### config.mk
export PLATFORM = sky130hd
export DESIGN_NAME = rca_share_arbiter
export DESIGN_NICKNAME = d
export VERILOG_FILES = /design/src/rtl/rca_share_arbiter.sv
export SDC_FILE = /design/constraint.sdc
export NUM_CORES = 1
export LEC_CHECK = 0
export ABC_AREA = 1
export BUFFER_PORTS_ARGS = -buffer_cell sky130_fd_sc_hd__buf_2
export CAP_MARGIN = 20
export CORE_AREA = 3 3 160 162
export CTS_CLUSTER_SIZE = 25
export DETAILED_ROUTE_END_ITERATION = 16
export DIE_AREA = 0 0 163 165
export GPL_ROUTABILITY_DRIVEN = 0
export REMOVE_ABC_BUFFERS = 1
export SYNTH_ARGS = -nofsm -noshare
export SYNTH_HDL_FRONTEND = slang
export SYNTH_SLANG_ARGS = --single-unit
### constraint.sdc
create_clock -name clk -period 4.4 [get_ports clk]
set_input_delay 0.44 -clock clk [delete_from_list [all_inputs] [get_ports clk]]
set_output_delay 0.44 -clock clk [all_outputs]
set_load 0.01 [all_outputs]
### src/rtl/rca_share_arbiter.sv
// rca_share_arbiter: round-robin sequencer sharing one 32-bit ripple-carry
// adder among NREQ requesters; waits SETTLE cycles, returns tagged result.
module rca_share_arbiter #(
   parameter int NREQ   = 4,
   parameter int SETTLE = 2,
   parameter int IDW    = 2
) (
   input  logic                clk,
   input  logic                rst,
   input  logic [NREQ-1:0]     req,
   input  logic [NREQ*32-1:0]  a_in,
   input  logic [NREQ*32-1:0]  b_in,
   input  logic [NREQ-1:0]     cin_in,
   output logic [NREQ-1:0]     gnt,
   output logic [31:0]         add_A,
   output logic [31:0]         add_B,
   output logic                add_Cin,
   input  logic [39:0]         add_Sum,
   input  logic                add_Cout,
   output logic                res_valid,
   input  logic                res_ready,
   output logic [IDW-1:0]      res_id,
   output logic [31:0]         res_sum,
   output logic                res_cout,
   output logic                res_ovf,
   output logic                busy
);

   localparam int CW = (SETTLE > 1) ? $clog2(SETTLE) : 1;

   typedef enum logic [1:0] {S_IDLE, S_SETTLE, S_RESP} state_t;

   state_t          state_q, state_d;
   logic [IDW-1:0]  ptr_q, ptr_d;
   logic [IDW-1:0]  win_q, win_d;
   logic [IDW-1:0]  id_q, id_d;
   logic [CW-1:0]   cnt_q, cnt_d;
   logic [NREQ-1:0] gnt_q, gnt_d;
   logic [31:0]     a_q, a_d;
   logic [31:0]     b_q, b_d;
   logic            cin_q, cin_d;
   logic            valid_q, valid_d;
   logic [31:0]     sum_q, sum_d;
   logic            cout_q, cout_d;
   logic            ovf_q, ovf_d;

   logic [IDW-1:0]  win, idx;
   logic            found;
   logic            take, capture, accept, busy_c;
   logic            unused_sum_hi;

   assign unused_sum_hi = ^add_Sum[39:32];

   // first set request at or above ptr, wrapping modulo NREQ
   always_comb begin
      found = 1'b0;
      win   = '0;
      idx   = '0;
      for (int k = 0; k < NREQ; k++) begin
         idx = IDW'((int'(ptr_q) + k) % NREQ);
         if (!found && req[idx]) begin
            found = 1'b1;
            win   = idx;
         end
      end
   end

   always_ff @(posedge clk or posedge rst) begin
      if (rst) state_q <= S_IDLE;
      else     state_q <= state_d;
   end

   always_comb begin
      state_d = state_q;
      unique case (state_q)
         S_IDLE:   if (found)         state_d = S_SETTLE;
         S_SETTLE: if (cnt_q == '0)   state_d = S_RESP;
         S_RESP:   if (res_ready)     state_d = S_IDLE;
         default:                     state_d = S_IDLE;
      endcase
   end

   always_comb begin
      take    = (state_q == S_IDLE) && found;
      capture = (state_q == S_SETTLE) && (cnt_q == '0);
      accept  = (state_q == S_RESP) && res_ready;
      busy_c  = (state_q != S_IDLE);
   end

   always_comb begin
      ptr_d   = ptr_q;
      win_d   = win_q;
      id_d    = id_q;
      cnt_d   = cnt_q;
      gnt_d   = '0;
      a_d     = a_q;
      b_d     = b_q;
      cin_d   = cin_q;
      valid_d = valid_q;
      sum_d   = sum_q;
      cout_d  = cout_q;
      ovf_d   = ovf_q;
      if (take) begin
         gnt_d = NREQ'(1) << win;
         a_d   = a_in[32*win +: 32];
         b_d   = b_in[32*win +: 32];
         cin_d = cin_in[win];
         cnt_d = CW'(SETTLE - 1);
         win_d = win;
      end
      if ((state_q == S_SETTLE) && (cnt_q != '0))
         cnt_d = cnt_q - CW'(1);
      // overflow judged on the latched operands, not live inputs
      if (capture) begin
         sum_d   = add_Sum[31:0];
         cout_d  = add_Cout;
         ovf_d   = (a_q[31] == b_q[31]) && (add_Sum[31] != a_q[31]);
         id_d    = win_q;
         valid_d = 1'b1;
      end
      if (accept) begin
         valid_d = 1'b0;
         ptr_d   = (win_q == IDW'(NREQ - 1)) ? '0 : win_q + IDW'(1);
      end
   end

   always_ff @(posedge clk or posedge rst) begin
      if (rst) begin
         ptr_q   <= '0;
         win_q   <= '0;
         id_q    <= '0;
         cnt_q   <= '0;
         gnt_q   <= '0;
         a_q     <= '0;
         b_q     <= '0;
         cin_q   <= 1'b0;
         valid_q <= 1'b0;
         sum_q   <= '0;
         cout_q  <= 1'b0;
         ovf_q   <= 1'b0;
      end else begin
         ptr_q   <= ptr_d;
         win_q   <= win_d;
         id_q    <= id_d;
         cnt_q   <= cnt_d;
         gnt_q   <= gnt_d;
         a_q     <= a_d;
         b_q     <= b_d;
         cin_q   <= cin_d;
         valid_q <= valid_d;
         sum_q   <= sum_d;
         cout_q  <= cout_d;
         ovf_q   <= ovf_d;
      end
   end

   assign gnt       = gnt_q;
   assign add_A     = a_q;
   assign add_B     = b_q;
   assign add_Cin   = cin_q;
   assign res_valid = valid_q;
   assign res_id    = id_q;
   assign res_sum   = sum_q;
   assign res_cout  = cout_q;
   assign res_ovf   = ovf_q;
   assign busy      = busy_c;

endmodule
==> results.md <==
• **run status** complete, no violations
• **share of layout cells above drive strength 1** 30.04%
• **endpoint class of the critical path** flop
• **clock latency on the worst-skew pair** 0.41 ns
• **count of warnings emitted by yosys** 0
• **critical setup path kind** reg -> reg
• **Clk pin slew, worst setup/hold paths** 0.06 ns
• **Least-Margin Pin Slew** 0.8436 ns
• **final setup fails** 0
• **cell family contributing the most delay on the critical path** buffers and inverters
• **simple-gate area share of the yosys netlist** 52.61%
• **Lkg Pwr** 0.006249 uW
• **Core ar.** 24250 um^2
• **endpoints failing hold** 0
• **number of synthesized register bits** 113
• **peak ir drop on the vdd network** 0.0004646 V
• **unique cell type count in the Yosys netlist** 23
• **largest net degree at the start of global routing** 78
• **floorplan die area** 26900 um^2
• **count of input and output buffers** 406
• **number of nets at the end of the flow** 1844
• **setup skew after layout** 0.008566 ns
• **max-slew violation count** 0
• **Period minus WS final** 3.227 ns
• **relative contribution of the clock network to total power** 14.7%
• **ports placed on the boundary** 415
• **share of the synthesized area in compound gates (AO/OA/AOI/OAI)** 0.9910%
• **Ant. Diodes** 0
• **post-synthesis adder-cell area fraction** 0.1739%
• **net switching share of the total power** 54.05%
• **DRC violation total after the first TritonRoute iteration** 350
• **CP max stage cell** sky130_fd_sc_hd__buf_4
• **layout overhead on the synthesized area** 38.25%
• **number of maximum-capacitance violations** 0
• **chip width** 163 um
• **portion of the clock cycle consumed by the worst path in the final layout** 73.35%
• **Remaining Overflow, GRT** 0
• **via count of the first global-routing pass** 7749
• **H-tree levels** 4
• **met2 global-route usage** 32.85%
• **dpl cell area** 9360 um^2
• **share of cell area taken by muxes after synthesis** 0%
• **number of fill cells** 2722
• **Power Density** 938.2 nW/um^2
• **maximum clock insertion buffer count** 2
• **startpoint types** flop
• **most frequent CP cell** sky130_fd_sc_hd__nand2_1
• **unrepaired setup endpoints after global routing** no
• **Via Count** 8411
• **remaining number of nets flagged by the antenna check after routing** 0
• **DRC Markers** 0
• **largest family of logic cells by synthesized area** simple AND/OR/NAND/NOR gates
• **detailed placer's ending HPWL** 18.79 mm
• **number of antenna violations at the first check in global routing** 1
• **most utilized layer in the global route result** met2
• **TritonCTS buffer count** 17
• **Slowest Stage Delay on Critical Path** 0.71 ns
• **Die Y** 165 um
• **Post-CTS Setup Repair Bufs** 0
• **Relative slew margins** 43.76%
• **library cell used as clock root buffer** sky130_fd_sc_hd__clkbuf_16
• **Cell Chain, Critical Path** inv_2 -> nand2_1 -> nand2_1 -> nand2_1 -> o21ai_1 -> nand3_4 -> buf_4 -> buf_4 -> nand3_1 -> nand2_1 -> nand2_1 -> nand2_1 -> nand2_1 -> nand2_1
• **summed negative setup slack over all endpoints** 0 ns
• **count of buffering cells on the critical path with inverters included** 3
• **TritonCTS clock tree** done
• **required time of the critical path** 4.74 ns
• **area used by multi-input combinational logic** 3887 um^2
• **cell types occupying the most area after synthesis** sky130_fd_sc_hd__nand2_1, sky130_fd_sc_hd__dfrtp_1, sky130_fd_sc_hd__nand3_1, sky130_fd_sc_hd__buf_2, sky130_fd_sc_hd__clkbuf_1
• **critical-path maximum fanout** 72
• **Hold Path Class** in -> async
• **number of buffers inserted by hold repair at cts** 0
• **global routing met3 resource utilization** 3.938%
• **Rows** 57
• **Mapped Cells** 1175
• **post-route standard cell area excluding fillers** 9950 um^2
• **fraction of post-synthesis cell area in the top cell type by area** 41.52%
• **CTS sink cnt** 113
• **met1 demand-to-capacity share in global routing** 23.15%
• **Post-Syn Area per Cell** 6.125 um^2
• **global-route wire length before repair** 39.90 mm
• **synthesized-area fraction occupied by xor and xnor cells** 0%
• **effective utilization at floorplan** 29.68%
• **share of power burned in registers** 19.4%
• **Tot GR Track Use** 18.61%
• **cell taking the most area after synthesis** sky130_fd_sc_hd__nand2_1
• **via count normalized by instance count** 4.493
• **combinational fraction of design power** 65.9%
• **final wirelength** 26.15 mm
• **Routed wire per std cell** 13.97 um
• **Critical Path AT** 3.57 ns
• **sequential area share after synthesis** 39.29%
• **Pre-antenna DRT Iters** 5
• **total standard cell area after synthesis** 7197 um^2
• **net switching component of the power** 5046 uW
• **CTS resizes** 0
• **FF+latch area** 2828 um^2
• **Internal Dissipation** 4289 uW
• **FMAX** 309.9 MHz
## layout by cell type, fill, tap and decap left out, drive strengths merged
master | Yosys | routed
o31ai | 2 | 2
nand2 | 797 | 797
ha | 1 | 1
o21ai | 9 | 9
dfrtp | 113 | 113
nand3 | 141 | 141
clkbuf | 22 | 17
bufinv | 0 | 1
nor2 | 6 | 6
buf | 56 | 419
inv | 22 | 32
a21oi | 1 | 1
clkinv | 0 | 1
nand4 | 1 | 1
a31oi | 1 | 1
clkinvlp | 0 | 3
nor3 | 3 | 3
## layer usage
layer | vias up | share of wire (%)
met5 | - | 0.050
met4 | 2 | 1.7
met3 | 27 | 6.6
met2 | 313 | 50
met1 | 3723 | 42
li1 | 4346 | -
## Yosys cell counts (all sizes together)
| library cell | instances |
|---|---|
| nand3 | 141 |
| o31ai | 2 |
| a31oi | 1 |
| ha | 1 |
| nand4 | 1 |
| nand2 | 797 |
| o21ai | 9 |
| dfrtp | 113 |
| inv | 22 |
| clkbuf | 22 |
| nor3 | 3 |
| a21oi | 1 |
| nor2 | 6 |
| buf | 56 |
## worst reg2reg max path, stage by stage, from the launching register on
cell,delay (ns)
sky130_fd_sc_hd__dfrtp_1,0.57
sky130_fd_sc_hd__inv_2,0.17
sky130_fd_sc_hd__nand2_1,0.09
sky130_fd_sc_hd__nand2_1,0.11
sky130_fd_sc_hd__nand2_1,0.08
sky130_fd_sc_hd__o21ai_1,0.11
sky130_fd_sc_hd__nand3_4,0.12
sky130_fd_sc_hd__buf_4,0.55
sky130_fd_sc_hd__buf_4,0.73
sky130_fd_sc_hd__nand3_1,0.27
sky130_fd_sc_hd__nand2_1,0.12
sky130_fd_sc_hd__nand2_1,0.05
sky130_fd_sc_hd__nand2_1,0.08
sky130_fd_sc_hd__nand2_1,0.04
sky130_fd_sc_hd__nand2_1,0.07
## power by group through the flow
stage          combinational [uW]  sequential (uW)  clock [uW]
2_1_floorplan                3930             2010           0
3_3_place_gp                 6250             1800           0
3_5_place_dp                 6250             1820           0
4_1_cts                      6270             1810        1420
5_1_grt                      7070             1870        1460
6_report                     6150             1810        1370
## sequential cells by signal, summed over array words and instances, names as in the netlist, 2 cells and up
| register | flops |
|---|---|
| win_q | 2 |
| ptr_q | 2 |
| res_id | 2 |
| res_sum | 32 |
| state_q | 2 |
| add_B | 32 |
| gnt | 4 |
| add_A | 32 |
## worst paths after layout
path                             startpoint     endpoint  depth (start not counted)  slack [ns]
worst max-delay path               ptr_q[0]    add_B[30]                         14        1.17
worst min-delay path                    rst    add_A[14]                          2        0.02
worst max register to register     ptr_q[0]    add_B[30]                         14        1.17
worst min register to register  res_sum[21]  res_sum[21]                          2        0.46
max in group asynchronous               rst    add_B[12]                          3        3.46
min in group clk                  res_ready   state_q[1]                          2        0.22
## layout make-up
class	instances	area share, %
inverters	22	0.8551
flip-flops and latches	113	28.42
repair buffers	419	21.65
well taps	324	4.074
clock inverters	15	1.647
clock buffers	17	4.276
multi-input cells	962	39.07
## kinds of logic after synthesis
group	count (synthesis)
AO/OA/AOI/OAI	13
adder cells (fa/ha/maj)	1
buffers and inverters	100
flip-flops	113
AND/OR/NAND/NOR	948
## metrics by stage
step | hold slack (ns) | cells | total power [uW] | utilization (%) | worst slack [ns]
floorplan | 0.4523 | 1097 | 5939 | - | 0.4095
global placement | 0.4500 | 1840 | 8051 | 38.60 | 1.214
detailed placement | 0.4533 | 1840 | 8072 | 38.60 | 1.149
CTS | 0.02346 | 1872 | 9499 | 41.03 | 1.134
global route | 0.03698 | 1872 | 10410 | 41.03 | 0.8534
finish | 0.02161 | 1872 | 9335 | 41.03 | 1.173
Note: power is estimated with default switching activity, not from simulation.
